[src/rtl/video_timing_gen.sv]
// Reconfigurable raster timing generator: pixel/line counters, sync/active/new-frame
// decodes and a frame counter, with a one-deep shadow config applied only at frame end.
module video_timing_gen #(
    parameter int HW      = 12,
    parameter int VW      = 11,
    parameter int FCW     = 6,
    parameter int FPS     = 60,
    parameter int HS_POL  = 1,
    parameter int VS_POL  = 1,
    parameter int RST_HA  = 1280,
    parameter int RST_HFP = 110,
    parameter int RST_HSW = 40,
    parameter int RST_HBP = 220,
    parameter int RST_VA  = 720,
    parameter int RST_VFP = 5,
    parameter int RST_VSW = 5,
    parameter int RST_VBP = 20
) (
    input  logic           pixel_clk_in,
    input  logic           rst_in,
    input  logic           cfg_valid_in,
    output logic           cfg_ready_out,
    input  logic [HW-1:0]  cfg_h_active_in,
    input  logic [HW-1:0]  cfg_h_fp_in,
    input  logic [HW-1:0]  cfg_h_sync_in,
    input  logic [HW-1:0]  cfg_h_bp_in,
    input  logic [VW-1:0]  cfg_v_active_in,
    input  logic [VW-1:0]  cfg_v_fp_in,
    input  logic [VW-1:0]  cfg_v_sync_in,
    input  logic [VW-1:0]  cfg_v_bp_in,
    output logic           cfg_pending_out,
    output logic           cfg_err_out,
    output logic [HW-1:0]  hcount_out,
    output logic [VW-1:0]  vcount_out,
    output logic           hs_out,
    output logic           vs_out,
    output logic           ad_out,
    output logic           nf_out,
    output logic [FCW-1:0] fc_out
);
    localparam logic [3:0][HW-1:0] H_RST = {HW'(RST_HBP), HW'(RST_HSW), HW'(RST_HFP), HW'(RST_HA)};
    localparam logic [3:0][VW-1:0] V_RST = {VW'(RST_VBP), VW'(RST_VSW), VW'(RST_VFP), VW'(RST_VA)};
    localparam logic [HW+1:0]  H_LIMIT = (HW+2)'(2**HW);
    localparam logic [VW+1:0]  V_LIMIT = (VW+2)'(2**VW);
    localparam logic [HW:0]    H_ONE   = (HW+1)'(1);
    localparam logic [VW:0]    V_ONE   = (VW+1)'(1);
    localparam logic [FCW-1:0] FC_MAX  = FCW'(FPS - 1);
    localparam logic           HS_ACT  = (HS_POL != 0);
    localparam logic           VS_ACT  = (VS_POL != 0);

    // Field index order everywhere: 0 active, 1 front porch, 2 sync, 3 back porch.
    logic [3:0][HW-1:0] cfg_h, h_work_reg, h_shadow_reg;
    logic [3:0][VW-1:0] cfg_v, v_work_reg, v_shadow_reg;
    logic [HW-1:0]      hcount_reg, hcount_next;
    logic [VW-1:0]      vcount_reg, vcount_next;
    logic [FCW-1:0]     fc_reg;
    logic               pending_reg, err_reg;

    logic [3:0]         h_nz, v_nz;
    logic [HW+1:0]      cfg_ht_wide;
    logic [VW+1:0]      cfg_vt_wide;
    logic               cfg_ok, xfer;
    logic [HW:0]        ht, hs_lo, hs_hi, hc_ext;
    logic [VW:0]        vt, vs_lo, vs_hi, vc_ext;
    logic               h_last, v_last, h_sync_region, v_sync_region;

    assign cfg_h = {cfg_h_bp_in, cfg_h_sync_in, cfg_h_fp_in, cfg_h_active_in};
    assign cfg_v = {cfg_v_bp_in, cfg_v_sync_in, cfg_v_fp_in, cfg_v_active_in};

    genvar gi;
    generate
        for (gi = 0; gi < 4; gi++) begin : g_nz
            assign h_nz[gi] = |cfg_h[gi];
            assign v_nz[gi] = |cfg_v[gi];
        end
    endgenerate

    // Validation sums carry two extra bits so four maximal fields cannot wrap.
    assign cfg_ht_wide = (HW+2)'(cfg_h[0]) + (HW+2)'(cfg_h[1]) + (HW+2)'(cfg_h[2]) + (HW+2)'(cfg_h[3]);
    assign cfg_vt_wide = (VW+2)'(cfg_v[0]) + (VW+2)'(cfg_v[1]) + (VW+2)'(cfg_v[2]) + (VW+2)'(cfg_v[3]);
    assign cfg_ok = (&h_nz) & (&v_nz) & (cfg_ht_wide <= H_LIMIT) & (cfg_vt_wide <= V_LIMIT);
    assign xfer   = cfg_valid_in & ~pending_reg;

    assign ht = (HW+1)'(h_work_reg[0]) + (HW+1)'(h_work_reg[1]) + (HW+1)'(h_work_reg[2]) + (HW+1)'(h_work_reg[3]);
    assign vt = (VW+1)'(v_work_reg[0]) + (VW+1)'(v_work_reg[1]) + (VW+1)'(v_work_reg[2]) + (VW+1)'(v_work_reg[3]);

    assign hc_ext = {1'b0, hcount_reg};
    assign vc_ext = {1'b0, vcount_reg};
    assign h_last = (hc_ext == ht - H_ONE);
    assign v_last = (vc_ext == vt - V_ONE);

    assign hs_lo = {1'b0, h_work_reg[0]} + {1'b0, h_work_reg[1]};
    assign hs_hi = hs_lo + {1'b0, h_work_reg[2]};
    assign vs_lo = {1'b0, v_work_reg[0]} + {1'b0, v_work_reg[1]};
    assign vs_hi = vs_lo + {1'b0, v_work_reg[2]};
    assign h_sync_region = (hc_ext >= hs_lo) & (hc_ext < hs_hi);
    assign v_sync_region = (vc_ext >= vs_lo) & (vc_ext < vs_hi);

    assign hs_out = (h_sync_region & ~rst_in) ? HS_ACT : ~HS_ACT;
    assign vs_out = (v_sync_region & ~rst_in) ? VS_ACT : ~VS_ACT;
    assign ad_out = ~rst_in & (hcount_reg < h_work_reg[0]) & (vcount_reg < v_work_reg[0]);
    assign nf_out = ~rst_in & (hcount_reg == h_work_reg[0]) & (vcount_reg == v_work_reg[0]);

    assign hcount_out      = hcount_reg;
    assign vcount_out      = vcount_reg;
    assign fc_out          = fc_reg;
    assign cfg_pending_out = pending_reg;
    assign cfg_ready_out   = ~pending_reg;
    assign cfg_err_out     = err_reg;

    always_comb begin
        hcount_next = hcount_reg + HW'(1);
        vcount_next = vcount_reg;
        if (h_last) begin
            hcount_next = '0;
            vcount_next = v_last ? '0 : vcount_reg + VW'(1);
        end
    end

    always_ff @(posedge pixel_clk_in or posedge rst_in) begin
        if (rst_in) begin
            hcount_reg   <= '0;
            vcount_reg   <= '0;
            fc_reg       <= '0;
            h_work_reg   <= H_RST;
            v_work_reg   <= V_RST;
            h_shadow_reg <= '0;
            v_shadow_reg <= '0;
            pending_reg  <= 1'b0;
            err_reg      <= 1'b0;
        end else begin
            hcount_reg <= hcount_next;
            vcount_reg <= vcount_next;
            err_reg    <= xfer & ~cfg_ok;
            if (nf_out)
                fc_reg <= (fc_reg == FC_MAX) ? '0 : fc_reg + FCW'(1);
            // Accept and apply are exclusive: accept needs pending=0, apply needs pending=1.
            if (xfer & cfg_ok) begin
                h_shadow_reg <= cfg_h;
                v_shadow_reg <= cfg_v;
                pending_reg  <= 1'b1;
            end
            if (h_last & v_last & pending_reg) begin
                h_work_reg  <= h_shadow_reg;
                v_work_reg  <= v_shadow_reg;
                pending_reg <= 1'b0;
            end
        end
    end
endmodule

[config.mk]
export PLATFORM = sky130hd
export DESIGN_NAME = video_timing_gen
export DESIGN_NICKNAME = d
export VERILOG_FILES = /design/src/rtl/video_timing_gen.sv
export SDC_FILE = /design/constraint.sdc
export NUM_CORES = 1
export LEC_CHECK = 0
export BUFFER_PORTS_ARGS = -buffer_cell sky130_fd_sc_hd__buf_2
export CAP_MARGIN = 10
export CORE_ASPECT_RATIO = 0.5
export CORE_MARGIN = 5
export CORE_UTILIZATION = 53
export DETAILED_ROUTE_END_ITERATION = 7
export GPL_TIMING_DRIVEN = 0
export PLACE_DENSITY = 0.75
export SLEW_MARGIN = 40
export SYNTH_ARGS = -nofsm -noshare
export SYNTH_HDL_FRONTEND = slang
export SYNTH_SLANG_ARGS = --single-unit
[constraint.sdc]
create_clock -name pixel_clk_in -period 9.2 [get_ports pixel_clk_in]
set_input_delay 1.84 -clock pixel_clk_in [delete_from_list [all_inputs] [get_ports pixel_clk_in]]
set_output_delay 1.84 -clock pixel_clk_in [all_outputs]
set_load 0.01 [all_outputs]
; ---- Word-level counts from Yosys, hierarchy flattened
; Index checks and enable logic that the tools add are counted.
[classes]
addsub = 17
order_cmp = 8
eq_ne = 5
mux = 7
bitwise = 19
n_reduce_logical = 11
[op_table]
columns = operator, count
row1 = $reduce_or 12->1, 4
row2 = $reduce_or 11->1, 4
row3 = $add 12x12->13, 2
row4 = $add 13x12->13, 2
row5 = $add 11x11->12, 2
row6 = $add 12x11->12, 2
row7 = $and 1x1->1, 16
row8 = $add 13x12->14, 1
row9 = $add 14x12->14, 1
row10 = $le 14x13->1 const B, 1
row11 = $add 12x11->13, 1
row12 = $add 13x11->13, 1
row13 = $eq 12x13->1, 1
row14 = $ge 12x13->1, 1
row15 = $le 13x12->1 const B, 1
row16 = $lt 12x13->1, 1
row17 = $sub 13x1->13 const B, 1
row18 = $add 12x1->12 const B, 1
row19 = $eq 11x12->1, 1
row20 = $eq 12x12->1, 1
row21 = $ge 11x12->1, 1
row22 = $lt 11x12->1, 1
row23 = $lt 12x12->1, 1
row24 = $mux 12, 1
row25 = other kinds (12), 18
[totals]
ff_bits = 215
inputBits = 95
wordCells = 88

; ---- Depth between registers and ports, before layout
[depth]
depth_word = 9
depth_mapped = 29
depth_no_buf = 27

; ---- Worst setup path after synthesis
; Ideal clock, no wire load.
[synth_path]
path_type = in2out
start = input rst_in
end = output nf_out
arrival_time_ns = 7.471
slack_ns = -0.111
stages = 4
path_buffers = 0
path_cell_list = inv_1 -> nand4_1 -> nor4_1 -> nor4b_1
[synth_via]
elab_chain_len = 3
[synth_rtl]
columns = element, line_no
row1 = from (decl), 20  ; input logic rst_in,
row2 = $not 1->1, 102  ; assign nf_out = ~rst_in & (hcount_reg == h_work_reg[0]) & (vcount_reg == v_work_reg[0]);
row3 = $and 1x1->1 (2 in a row), 102
row4 = to (decl), 38  ; output logic nf_out,
; No other way between the ends.

; ---- Final worst setup path
[layout_path]
start = register v_work_reg[0] in the netlist's numbering
end = output vs_out
[layout_via]
elab_chain_len = 6
elab_cells_between_ends = 7
classes_between = add/sub (2) / order compare (2) / mux (1) / bitwise (2)
[layout_rtl]
columns = element, line_no
row1 = from (decl), 53  ; logic [3:0][VW-1:0] cfg_v, v_work_reg, v_shadow_reg;
row2 = from (signal assigned), 145  ; v_work_reg <= v_shadow_reg;
row3 = $add 11x11->12 *, 94  ; assign vs_lo = {1'b0, v_work_reg[0]} + {1'b0, v_work_reg[1]};
row4 = $add 12x11->12, 95  ; assign vs_hi = vs_lo + {1'b0, v_work_reg[2]};
row5 = $lt 11x12->1, 97  ; assign v_sync_region = (vc_ext >= vs_lo) & (vc_ext < vs_hi);
row6 = $and 1x1->1 *, 97
row7 = $and 1x1->1 *, 100  ; assign vs_out = (v_sync_region & ~rst_in) ? VS_ACT : ~VS_ACT;
row8 = $mux 1 *, 100
row9 = to (decl), 36  ; output logic vs_out,
; Mark *: on every way between the ends. The rest lies on a longest branch, timed or not.

==> results.py <==
metrics = {
    "run_status": {
        "status": "complete, no violations",
    },
    "grt": {
        "grtUsageTotal_pct": 22.9,
        "grt.overflow.total": 0,
        "grt_pass1_vias": 12195,
        "grt_antenna_before_repair": 1,
        "grt_pass1_wl_mm": 62.7,
        "grt_max_degree": 29,
    },
    "routing": {
        "final_antenna_net_count": 0,
        "vias": 11696,
        "drc": 0,
        "wl_per_cell_um": 19.2,
        "viasPerCell": 5.82,
        "drt_wl_total_mm": 38.5,
        "dr.pass1.iters": 7,
        "drtIter0Drc": 747,
    },
    "worst_setup_path": {
        "critical_path_buf_inv_count": 2,
        "startpoint_type": "flop",
        "worst_path_most_repeated_cell": "a21oi_1",
        "reg2reg_slack_ns": 2.29,
        "arrival_ns": 5.45,
        "crit_family": "compound AO/OA/AOI/OAI gates",
        "max_stage_delay_ns": 0.55,
        "worstPathMaxFanout": 4,
        "endpoint_kind": "primary output",
        "worstPathRequired_ns": 7.36,
        "worstSetupPathType": "reg2out",
        "cp_cell_sequence": "ha_1 > fa_1 > a21o_1 > a21oi_1 > o21bai_1 > a21oi_1 > o21bai_1 > a21oi_1 > o21bai_1 > a21oi_1 > xnor2_1 > ha_1 > inv_1 > nor4b_1 > a2111oi_0 > ha_1 > o21ai_0 > a21oi_1 > a211oi_1 > buf_2",
        "cp_slowest_cell": "a2111oi_0",
    },
    "place": {
        "io_buffer_count": 130,
        "dpl.hpwl_mm": 31.7,
        "gp_congestion": 0.972,
    },
    "cts": {
        "ctsHtreeMaxLevel": 1,
        "clock_path_buffers": 3,
        "cts_buffers": 21,
        "cts_resized": 0,
        "clk_latency_ns": 0.52,
        "holdBufCountCts": 0,
        "cts_tree": "done",
        "cts.sink_count": 215,
        "cts.reportedPaths.clkPinSlew_ns": 0.06,
        "post_cts_buffers": 0,
        "ctsRootBufferMaster": "clkbuf_16",
    },
    "pwr": {
        "ir_drop_mv": 0.110,
        "leakage_nw": 8.78,
        "power_mw": 2.29,
        "power_density_nw_per_um2": 130,
    },
    "cells_and_area": {
        "regArea_um2": 5410,
        "multi_input_area_um2": 9510,
        "fin_nets": 1933,
        "n_fill_cell": 2332,
        "drive_above_1_share_pct": 21.3,
        "syn_to_final_growth_pct": 12.7,
        "final_cell_mix": "dfrtp_1, ha_1, inv_1, buf_2, mux2_2",
        "n_antenna_cell": 0,
        "mostFrequentLayoutCell": "dfrtp_1",
    },
    "sta": {
        "layout_min_cycle_time_ns": 7.29,
        "finalSetupViolCount": 0,
        "setup_tns_ns": 0,
        "rsz0062_at_grt": "false",
        "fmax_mhz": 137,
        "hold_slack_ns": 0.489,
        "finalCritPeriodShare_pct": 79.2,
        "worst_pin_slew_ns": 0.668,
        "slew_headroom_pct": 54.9,
        "final.setup_skew_ns": 0.0197,
        "hold_viol_final": 0,
        "slew_violations": 0,
    },
    "hold_path": {
        "min_path_type": "reg2reg",
    },
    "floorplan": {
        "initial_core_util_pct": 53.9,
        "ios": 131,
        "die_y_um": 132,
        "std_cell_rows": 44,
        "coreArea_um2": 29100,
        "design.die.area_um2": 33300,
        "die_x_um": 253,
    },
    "synth": {
        "syn_inst": 1441,
        "synth_top_area_cell": "dfrtp_1",
        "syn-num-nets": 1771,
        "synth_top_flop_cell": "dfrtp_1",
        "ys_seq_area_share_pct": 34.6,
        "syn-cell-area_um2": 15700,
        "synthTopCellsByArea": "dfrtp_1, ha_1, mux2_2, fa_1, mux2_1",
        "synth-seq-cells": 215,
        "synth-edff-count": 0,
        "synth_warnings": 0,
        "synth.avg_cell_area_um2": 10.9,
        "async_flop_share_pct": 100,
        "synth.distinct_cells": 68,
        "yosys.area.top_type_share_pct": 30.5,
    },
    "run": {
        "maxCapViolCount": 0,
    },
}
area by class of cell:
cell class | count | share of cell area (%)
Multi-Input combinational cell | 1056 | 53.9
Sequential cell | 215 | 30.6
Timing Repair Buffer | 139 | 4.92
Clock buffer | 26 | 3.14
Inverter | 140 | 3.00
Tap cell | 391 | 2.77
Buffer | 30 | 1.24
Clock inverter | 11 | 0.418
final timing paths:
path                                         startpoint                          to  depth (start not counted)
max in group asynchronous                        rst_in  h_work_reg[38]$_DFFE_PP1P_                          5
min in group asynchronous                        rst_in    hcount_out[11]$_DFF_PP0_                          2
setup reg to reg              v_work_reg[0]$_DFFE_PP0P_  h_work_reg[32]$_DFFE_PP0P_                         28
hold / removal             v_shadow_reg[17]$_DFFE_PP0P_  v_work_reg[17]$_DFFE_PP0P_                          1
setup / recovery              v_work_reg[0]$_DFFE_PP0P_                      vs_out                         20
hold reg to reg            v_shadow_reg[17]$_DFFE_PP0P_  v_work_reg[17]$_DFFE_PP0P_                          1
power by group:
part / total [mW] / internal (mW) / leakage (nW) / switching (mW)
logic: 0.471 / 0.208 / 5.59 / 0.263
registers: 1.00 / 0.981 / 2.88 / 0.0211
clock network: 0.815 / 0.434 / 0.304 / 0.381
total: 2.29 / 1.62 / 8.78 / 0.665
cell usage after synthesis, types with 13 or more instances:
cell,number
clkbuf_1,13
mux2_1,69
dfstp_2,24
mux2_2,117
nand3_1,38
nand2b_1,22
o21ai_0,55
nand4_1,15
nor2b_1,15
o21a_1,14
dfrtp_1,191
a21oi_1,73
nand2_1,40
ha_1,183
nor3_1,20
xnor2_1,51
xor2_1,45
fa_1,52
o31ai_1,14
a21o_1,28
nor2_1,46
inv_1,140
nor4_1,27
stage by stage:
step / util, % / instances / setup slack (ns) / instance area (µm²)
5_1_grt: 60.7 / 2008 / 1.50 / 17700
4_1_cts: 60.7 / 2008 / 1.93 / 17700
2_1_floorplan: - / 1441 / 1.77 / 15700
3_3_place_gp: 57.8 / 1962 / 0.271 / 16800
6_report: 60.7 / 2008 / 1.91 / 17700
3_5_place_dp: 58.6 / 1971 / 2.34 / 17000
layer usage:
| layer | wire length [µm] | track usage (%) |
|---|---|---|
| met5 | 7 | 0 |
| met4 | 1610 | 7.97 |
| met3 | 2000 | 3.81 |
| met2 | 18900 | 39.4 |
| met1 | 16000 | 29.6 |
logic make-up after synthesis:
family | Yosys count | share of synthesized area (%)
AOI/OAI and AO/OA | 266 | 11.2
xor gates and xnor gates | 97 | 5.51
adders and majority gates | 236 | 21.3
buffers and inverters | 170 | 4.75
DFF | 215 | 34.6
muxes | 189 | 13.6
and+or+nand+nor | 268 | 9.11
Note: power is estimated with default switching activity, not from simulation.
